File: src/rtl/rmt_cmd_seq_if.sv
// Command/response bundle between a host, the rmt_cmd_seq sequencer and RemoteComm.
// Handshakes: wr_cmd, snd_cmd, cmd_snt and resp_rdy are one-cycle qualifiers, and data is valid only when its qualifier is high; there is no back-pressure, so a host must watch full.
interface rmt_cmd_seq_if;
  logic        wr_cmd;
  logic [15:0] cmd_in;
  logic        clr_err;
  logic        snd_cmd;
  logic [15:0] cmd;
  logic        cmd_snt;
  logic [7:0]  resp;
  logic        resp_rdy;
  logic        full;
  logic        empty;
  logic        busy;
  logic [7:0]  done_cnt;
  logic        resp_err;
  logic        ovfl_err;
  logic        tmo_err;
  logic [7:0]  bad_resp;
  logic [2:0]  dbg_state;

  modport slave (
    input  wr_cmd, cmd_in, clr_err, cmd_snt, resp, resp_rdy,
    output snd_cmd, cmd, full, empty, busy, done_cnt,
           resp_err, ovfl_err, tmo_err, bad_resp, dbg_state
  );

  modport master (
    output wr_cmd, cmd_in, clr_err, cmd_snt, resp, resp_rdy,
    input  snd_cmd, cmd, full, empty, busy, done_cnt,
           resp_err, ovfl_err, tmo_err, bad_resp, dbg_state
  );
endinterface

File: src/rtl/rmt_cmd_seq.sv
// Queued command sequencer for RemoteComm: FIFO of 16-bit commands, one transaction at a time.
// Define RMT_SEQ_TMO_EN to bound each transaction to TMO_CYC cycles (tmo_err otherwise tied low).
module rmt_cmd_seq #(
  parameter int DEPTH   = 4,
  parameter int TMO_CYC = 1000000
) (
  input  logic          clk,
  input  logic          rst_n,
  rmt_cmd_seq_if.slave  bus
);

  localparam int AW = $clog2(DEPTH);

  typedef enum logic [2:0] {
    ST_IDLE      = 3'd0,
    ST_SEND      = 3'd1,
    ST_WAIT_SNT  = 3'd2,
    ST_WAIT_RESP = 3'd3,
    ST_ERR       = 3'd4
  } state_t;

  state_t      r_state;
  state_t      w_state_nxt;

  logic [15:0] r_mem [DEPTH];
  logic [AW-1:0] r_wptr;
  logic [AW-1:0] r_rptr;
  logic [AW:0] r_count;
  logic [15:0] r_cmd;
  logic [7:0]  r_done_cnt;
  logic        r_resp_err;
  logic        r_ovfl_err;
  logic [7:0]  r_bad_resp;

  logic        w_full;
  logic        w_empty;
  logic        w_pop;
  logic        w_push;
  logic        w_ovfl;
  logic        w_good;
  logic        w_bad;
  logic        w_tmo_exp;
  logic        w_tmo_hit;
  logic        w_clr_in_err;

  assign w_full       = (r_count == (AW+1)'(DEPTH));
  assign w_empty      = (r_count == '0);
  assign w_pop        = (r_state == ST_SEND);
  // A pop frees a slot in the same cycle, so a full queue still takes a write then.
  assign w_push       = bus.wr_cmd && (!w_full || w_pop);
  assign w_ovfl       = bus.wr_cmd && w_full && !w_pop;
  assign w_clr_in_err = (r_state == ST_ERR) && bus.clr_err;

  always_ff @(posedge clk) begin
    if (w_push) begin
      r_mem[r_wptr] <= bus.cmd_in;
    end
  end

  always_ff @(posedge clk) begin
    if (!rst_n) begin
      r_wptr  <= '0;
      r_rptr  <= '0;
      r_count <= '0;
    end else begin
      if (w_push) begin
        r_wptr <= r_wptr + 1'b1;
      end
      if (w_pop) begin
        r_rptr <= r_rptr + 1'b1;
      end
      case ({w_push, w_pop})
        2'b10:   r_count <= r_count + 1'b1;
        2'b01:   r_count <= r_count - 1'b1;
        default: r_count <= r_count;
      endcase
    end
  end

`ifdef RMT_SEQ_TMO_EN
  localparam int TW = (TMO_CYC > 2) ? $clog2(TMO_CYC) : 1;
  localparam logic [TW-1:0] TMO_LAST = TW'(TMO_CYC - 2);

  logic [TW-1:0] r_tmo;
  logic          r_tmo_err;

  // Counter is 0 in the first wait cycle; firing one value early makes tmo_err visible TMO_CYC cycles after SEND.
  assign w_tmo_exp   = (r_tmo == TMO_LAST);
  assign bus.tmo_err = r_tmo_err;

  always_ff @(posedge clk) begin
    if (!rst_n) begin
      r_tmo     <= '0;
      r_tmo_err <= 1'b0;
    end else begin
      if (r_state == ST_SEND) begin
        r_tmo <= '0;
      end else if ((r_state == ST_WAIT_SNT) || (r_state == ST_WAIT_RESP)) begin
        r_tmo <= r_tmo + 1'b1;
      end
      if (w_tmo_hit) begin
        r_tmo_err <= 1'b1;
      end else if (w_clr_in_err) begin
        r_tmo_err <= 1'b0;
      end
    end
  end
`else
  // Waits are unbounded here; a legal TMO_CYC is never 0, so this never fires.
  assign w_tmo_exp   = (TMO_CYC == 0);
  assign bus.tmo_err = 1'b0;
`endif

  always_ff @(posedge clk) begin
    if (!rst_n) begin
      r_state <= ST_IDLE;
    end else begin
      r_state <= w_state_nxt;
    end
  end

  always_comb begin
    w_state_nxt = r_state;
    w_good      = 1'b0;
    w_bad       = 1'b0;
    w_tmo_hit   = 1'b0;
    case (r_state)
      ST_IDLE: begin
        if (!w_empty) begin
          w_state_nxt = ST_SEND;
        end
      end
      ST_SEND: begin
        w_state_nxt = ST_WAIT_SNT;
      end
      ST_WAIT_SNT: begin
        // A response arriving before (or with) cmd_snt is not for this command.
        if (bus.cmd_snt) begin
          w_state_nxt = ST_WAIT_RESP;
        end else if (w_tmo_exp) begin
          w_tmo_hit   = 1'b1;
          w_state_nxt = ST_ERR;
        end
      end
      ST_WAIT_RESP: begin
        if (bus.resp_rdy) begin
          if (bus.resp == 8'hA5) begin
            w_good      = 1'b1;
            w_state_nxt = ST_IDLE;
          end else begin
            w_bad       = 1'b1;
            w_state_nxt = ST_ERR;
          end
        end else if (w_tmo_exp) begin
          w_tmo_hit   = 1'b1;
          w_state_nxt = ST_ERR;
        end
      end
      ST_ERR: begin
        if (bus.clr_err) begin
          w_state_nxt = ST_IDLE;
        end
      end
      default: begin
        w_state_nxt = ST_IDLE;
      end
    endcase
  end

  always_ff @(posedge clk) begin
    if (!rst_n) begin
      r_cmd      <= '0;
      r_done_cnt <= '0;
      r_resp_err <= 1'b0;
      r_ovfl_err <= 1'b0;
      r_bad_resp <= '0;
    end else begin
      // Load the head while leaving IDLE so cmd is already valid during the SEND pulse.
      if ((r_state == ST_IDLE) && !w_empty) begin
        r_cmd <= r_mem[r_rptr];
      end
      if (w_good) begin
        r_done_cnt <= r_done_cnt + 8'd1;
      end
      if (w_bad) begin
        r_resp_err <= 1'b1;
        r_bad_resp <= bus.resp;
      end else if (w_clr_in_err) begin
        r_resp_err <= 1'b0;
      end
      if (w_ovfl) begin
        r_ovfl_err <= 1'b1;
      end else if (bus.clr_err) begin
        r_ovfl_err <= 1'b0;
      end
    end
  end

  assign bus.snd_cmd   = (r_state == ST_SEND);
  assign bus.cmd       = r_cmd;
  assign bus.full      = w_full;
  assign bus.empty     = w_empty;
  assign bus.busy      = (r_state != ST_IDLE);
  assign bus.done_cnt  = r_done_cnt;
  assign bus.resp_err  = r_resp_err;
  assign bus.ovfl_err  = r_ovfl_err;
  assign bus.bad_resp  = r_bad_resp;
  assign bus.dbg_state = r_state;

endmodule

File: src/flat_wrapper.sv
// flat-port wrapper written by rule: the top's interface ports become plain ports
module rmt_cmd_seq_flat 
#(
  parameter int DEPTH   = 4,
  parameter int TMO_CYC = 1000000
)
  (clk, rst_n, bus_wr_cmd, bus_cmd_in, bus_clr_err, bus_cmd_snt, bus_resp, bus_resp_rdy, bus_snd_cmd, bus_cmd, bus_full, bus_empty, bus_busy, bus_done_cnt, bus_resp_err, bus_ovfl_err, bus_tmo_err, bus_bad_resp, bus_dbg_state);
  rmt_cmd_seq_if bus_i ();
  input  logic clk;
  input  logic rst_n;
  input wire logic [$bits(bus_i.wr_cmd)-1:0] bus_wr_cmd;
  input wire logic [$bits(bus_i.cmd_in)-1:0] bus_cmd_in;
  input wire logic [$bits(bus_i.clr_err)-1:0] bus_clr_err;
  input wire logic [$bits(bus_i.cmd_snt)-1:0] bus_cmd_snt;
  input wire logic [$bits(bus_i.resp)-1:0] bus_resp;
  input wire logic [$bits(bus_i.resp_rdy)-1:0] bus_resp_rdy;
  output wire logic [$bits(bus_i.snd_cmd)-1:0] bus_snd_cmd;
  output wire logic [$bits(bus_i.cmd)-1:0] bus_cmd;
  output wire logic [$bits(bus_i.full)-1:0] bus_full;
  output wire logic [$bits(bus_i.empty)-1:0] bus_empty;
  output wire logic [$bits(bus_i.busy)-1:0] bus_busy;
  output wire logic [$bits(bus_i.done_cnt)-1:0] bus_done_cnt;
  output wire logic [$bits(bus_i.resp_err)-1:0] bus_resp_err;
  output wire logic [$bits(bus_i.ovfl_err)-1:0] bus_ovfl_err;
  output wire logic [$bits(bus_i.tmo_err)-1:0] bus_tmo_err;
  output wire logic [$bits(bus_i.bad_resp)-1:0] bus_bad_resp;
  output wire logic [$bits(bus_i.dbg_state)-1:0] bus_dbg_state;
  assign bus_i.wr_cmd = bus_wr_cmd;
  assign bus_i.cmd_in = bus_cmd_in;
  assign bus_i.clr_err = bus_clr_err;
  assign bus_i.cmd_snt = bus_cmd_snt;
  assign bus_i.resp = bus_resp;
  assign bus_i.resp_rdy = bus_resp_rdy;
  assign bus_snd_cmd = bus_i.snd_cmd;
  assign bus_cmd = bus_i.cmd;
  assign bus_full = bus_i.full;
  assign bus_empty = bus_i.empty;
  assign bus_busy = bus_i.busy;
  assign bus_done_cnt = bus_i.done_cnt;
  assign bus_resp_err = bus_i.resp_err;
  assign bus_ovfl_err = bus_i.ovfl_err;
  assign bus_tmo_err = bus_i.tmo_err;
  assign bus_bad_resp = bus_i.bad_resp;
  assign bus_dbg_state = bus_i.dbg_state;
  rmt_cmd_seq #(.DEPTH(DEPTH), .TMO_CYC(TMO_CYC)) u_core (.clk(clk), .rst_n(rst_n), .bus(bus_i));
endmodule
File: config.mk
export PLATFORM = sky130hd
export DESIGN_NAME = rmt_cmd_seq_flat
export DESIGN_NICKNAME = d
export VERILOG_FILES = /design/src/rtl/rmt_cmd_seq_if.sv /design/src/rtl/rmt_cmd_seq.sv /design/src/flat_wrapper.sv
export SDC_FILE = /design/constraint.sdc
export NUM_CORES = 1
export LEC_CHECK = 0
export CAP_MARGIN = 25
export CORE_ASPECT_RATIO = 0.7
export CORE_UTILIZATION = 25
export DETAILED_ROUTE_END_ITERATION = 7
export GPL_TIMING_DRIVEN = 1
export SYNTH_ARGS = -nofsm -noshare
export SYNTH_HDL_FRONTEND = slang
export SYNTH_SLANG_ARGS = --single-unit
File: constraint.sdc
create_clock -name clk -period 2.9 [get_ports clk]
set_clock_uncertainty 0.15 [all_clocks]
set_input_delay 0.29 -clock clk [delete_from_list [all_inputs] [get_ports clk]]
set_output_delay 0.29 -clock clk [all_outputs]
set_load 0.01 [all_outputs]
==> results by group <==
Run status
  • Status: finished, final reports clean

Pwr
  • NetSw: roughly 0.0014 W
  • Gate power share: a little under a third
  • Int Power: between 0.003 and 0.004 W
  • Seq pwr share: 43.5%
  • Pleak: between 1.5 and 2 nW
  • Sw frac: 30.5%
  • Clock network power share: 26.1%
  • PwrDens: approximately 840 nW/um^2
  • Max IR drop VDD: 0.000309 V

Drt
  • Number of remaining DRC errors: 0
  • Final wirelength: 8580 um
  • Drt first pass iters: 6
  • Initial DRC count: 100
  • Antenna viol nets, final: 0
  • Vias: ~2,600
  • Drt via density: between 4 and 5
  • DR WL/cell: between 10 and 15 um

Layout
  • Syn-to-layout area delta: 29.7%
  • Share of cells above drive strength 1: between 10 and 15%
  • Fin cells: 610
  • Footprint of the multi-input gates: ~1300 sq um
  • Storage element area: ~2800 sq um
  • Total Nets Final: 415
  • Fillers: between 1,500 and 2,000

STA
  • Worst-margin pin slew: 0.861 ns
  • RSZ-0062 raised after global routing: no
  • Tmin final: ~2.4 ns
  • Hold Slack: between 0.3 and 0.4 ns
  • Final worst setup slack: around 0.55 ns
  • Max Clk Rate: 425 MHz
  • Period utilization: just over 80%
  • Final Max Slew Viols: 0
  • Final Setup Violations: 0
  • Hold Violations, Final: 0
  • Rel. slew slack: 42.5%
  • Setup TNS: 0 ns

Clocking
  • Clock latency at the later pin of the worst-skew pair: roughly 0.35 ns
  • Root Buffer: clkbuf_16
  • PostCTS Resize Cnt: 0
  • H-tree Lvls: 3
  • Reg clk slew, reported paths: roughly 0.07 ns
  • CTS Sinks: 108
  • TritonCTS buffer count: 9
  • Hold-fix buffers at CTS: 0
  • Clk buf depth: 2
  • CTS tree: yes
  • Setup bufs post-CTS: 0

Placed design
  • PortBufs: 70
  • Detailed Place HPWL: 5980 um
  • Dpl ws: around 0.66 ns
  • RD Place Congestion: 0.709
  • Cells after DPL: around 590

Floorplanning
  • Cell Rows: 39
  • Die W: 158 um
  • Starting Density: approximately a quarter
  • Io pins: just over 70
  • Die ar.: 17,500 sq um
  • Core box area: between 15,000 and 20,000 sq um
  • Die H: roughly 110 um

Synthesis
  • Synth Area in Compound Gates: around 5.2%
  • XOR/XNOR Fraction of Synth Area: under 10%
  • Adder-Cell Fraction of Synth Area: 1.95%
  • Post-Synthesis Cell Area: 4240 sq um
  • Synthesized area per cell: ~14 sq um
  • Post-synth ARST share: 0%
  • Simple-Gate Fraction of Synth Area: between 10% and 20%
  • Synth Instances: approximately 310
  • Most area-consuming cells after synthesis: edfxtp_1, dfxtp_1, mux4_2
  • Number of synthesized flops with an enable pin: 64
  • Yosys top cell area share: between 40% and 50%
  • Sequential area share after synthesis: 66.1%
  • Largest family of logic cells by synthesized area: simple AND/OR/NAND/NOR gates
  • Yosys reg bits: 108
  • Number of distinct library cells after synthesis: 45
  • Synth warn: 0
  • Largest area contributor in the netlist: edfxtp_1
  • Top_reg_cell synth: edfxtp_1
  • Syn nets: 341
  • Mux contribution to synthesized area: ~11%

Global route
  • Total Routing Usage GR: 10.5%
  • Initial antenna violation count: 2
  • Via count of the first global-routing pass: ~2,600
  • Grt ovf: 0
  • First-pass GRT wire length: ~14,000 um
  • Largest net degree at the start of global routing: 22

Critical path
  • CP arrival: 1.91 ns
  • CP Launch Type: flip-flop
  • CP Capture Type: primary output
  • CP Max Fanout: 9
  • Required @ worst endpoint: 2.46 ns
  • Setup CP Type: reg2out

Min path
  • HP Class: reg2reg

Job
  • Max-cap violation count: 0
==> power by group through the flow <==
stage | combinational [W] | clock [W] | sequential, W
CTS | 0.00145 | 0.00125 | 0.00202
finish | 0.00141 | 0.00121 | 0.00201
detailed placement | 0.00145 | 0 | 0.00206
global placement | 0.00143 | 0 | 0.00204
floorplan | 0.000859 | 0 | 0.00207
global route | 0.00155 | 0.00132 | 0.00205
==> stage by stage <==
stage | power (W) | area, sq um | utilization, %
after detailed placement | 0.00350 | 5190 | 31.6
after global placement | 0.00347 | 5190 | 31.6
after CTS | 0.00472 | 5500 | 33.4
after global routing | 0.00492 | 5500 | 33.4
after floorplan | 0.00293 | 4240 | -
final | 0.00464 | 5500 | 33.5
==> cell type report <==
| type | instances | share of cell area (%) |
|---|---|---|
| sequential | 108 | 50.9 |
| multi-input combinational | 171 | 23.7 |
| timing repair buffer | 77 | 13.7 |
| tap | 225 | 5.12 |
| clock buffer | 10 | 4.55 |
| clock inverter | 6 | 1.02 |
| inverter | 12 | 0.910 |
| antenna | 1 | 0.0455 |
==> worst max-delay path, stage by stage, from the launching register on <==
cell             delay, ns
dfxtp_1               0.46
or3b_4                0.45
clkinv_4              0.10
clkdlybuf4s50_1       0.56
==> worst paths after layout <==
kind	from	endpoint	slack, ns	cells past startpoint
worst max-delay path	u_core.bus.dbg_state[0]$_SDFFE_PN0P_	bus_snd_cmd	0.55	3
worst min-delay path	u_core.bus.cmd[6]$_SDFFE_PN0P_	u_core.bus.cmd[6]$_SDFFE_PN0P_	0.31	2
worst max register to register	u_core.bus.dbg_state[0]$_SDFFE_PN0P_	u_core.r_count[1]$_SDFFE_PN0P_	0.64	6
worst min register to register	u_core.bus.cmd[6]$_SDFFE_PN0P_	u_core.bus.cmd[6]$_SDFFE_PN0P_	0.31	2
==> metal layers <==
layer  track usage [%]  share of wire, %  vias to the layer above
li1                  -                 -                     1261
met1              12.7                46                     1228
met2              16.1                45                       65
met3              4.93               8.2                       10
met4              3.88               1.1                        2
met5                 0              0.15                        -
==> synth_stat cells, types with 2 or more instances <==
cell type,instances
nand4_1,2
nand2_1,40
nand2b_1,4
xor2_1,2
o21ai_0,2
mux2i_1,11
clkbuf_1,4
or4_1,3
a21oi_1,26
buf_2,3
or3_1,3
o31ai_1,4
mux4_2,16
ha_1,5
edfxtp_1,64
nor2_2,2
nand3_1,3
and2_1,5
buf_4,5
and3_1,2
dfxtp_1,44
nor2_1,17
inv_1,11
xnor2_1,3
and4bb_2,2
nor3_1,3
==> placed cells by master (no fill, tap or decap), types with 2 or more instances in the layout <==
cell              n
clkdlybuf4s50_1  70
edfxtp_1         64
dfxtp_1          44
nand2_1          40
a21oi_1          26
nor2_1           17
mux4_2           16
inv_1            11
mux2i_1          11
clkbuf_16        10
buf_4             7
and2_1            5
ha_1              5
nand2b_1          4
o31ai_1           4
or3_1             3
nor3_1            3
or4_1             3
nand3_1           3
xnor2_1           3
clkinv_4          2
nor2_2            2
nand4_1           2
and4bb_2          2
and3_1            2
o21ai_0           2
xor2_1            2
==> state kept, by name, summed over array words and instances, names as in the netlist <==
register / count
u_core.r_mem: 64
u_core.bus.cmd: 16
u_core.bus.bad_resp: 8
u_core.bus.done_cnt: 8
u_core.bus.dbg_state: 3
u_core.r_count: 3
u_core.r_rptr: 2
u_core.r_wptr: 2
u_core.bus.ovfl_err: 1
u_core.bus.resp_err: 1
==> cells by family after synthesis <==
kind of cell               after synthesis
buffers and inverters                   26
other                                    1
and+or+nand+nor                         94
adders and majority gates                6
DFF                                    108
xor gates and xnor gates                 5
AOI/OAI and AO/OA                       38
muxes                                   27
Note: power is estimated with default switching activity, not from simulation.
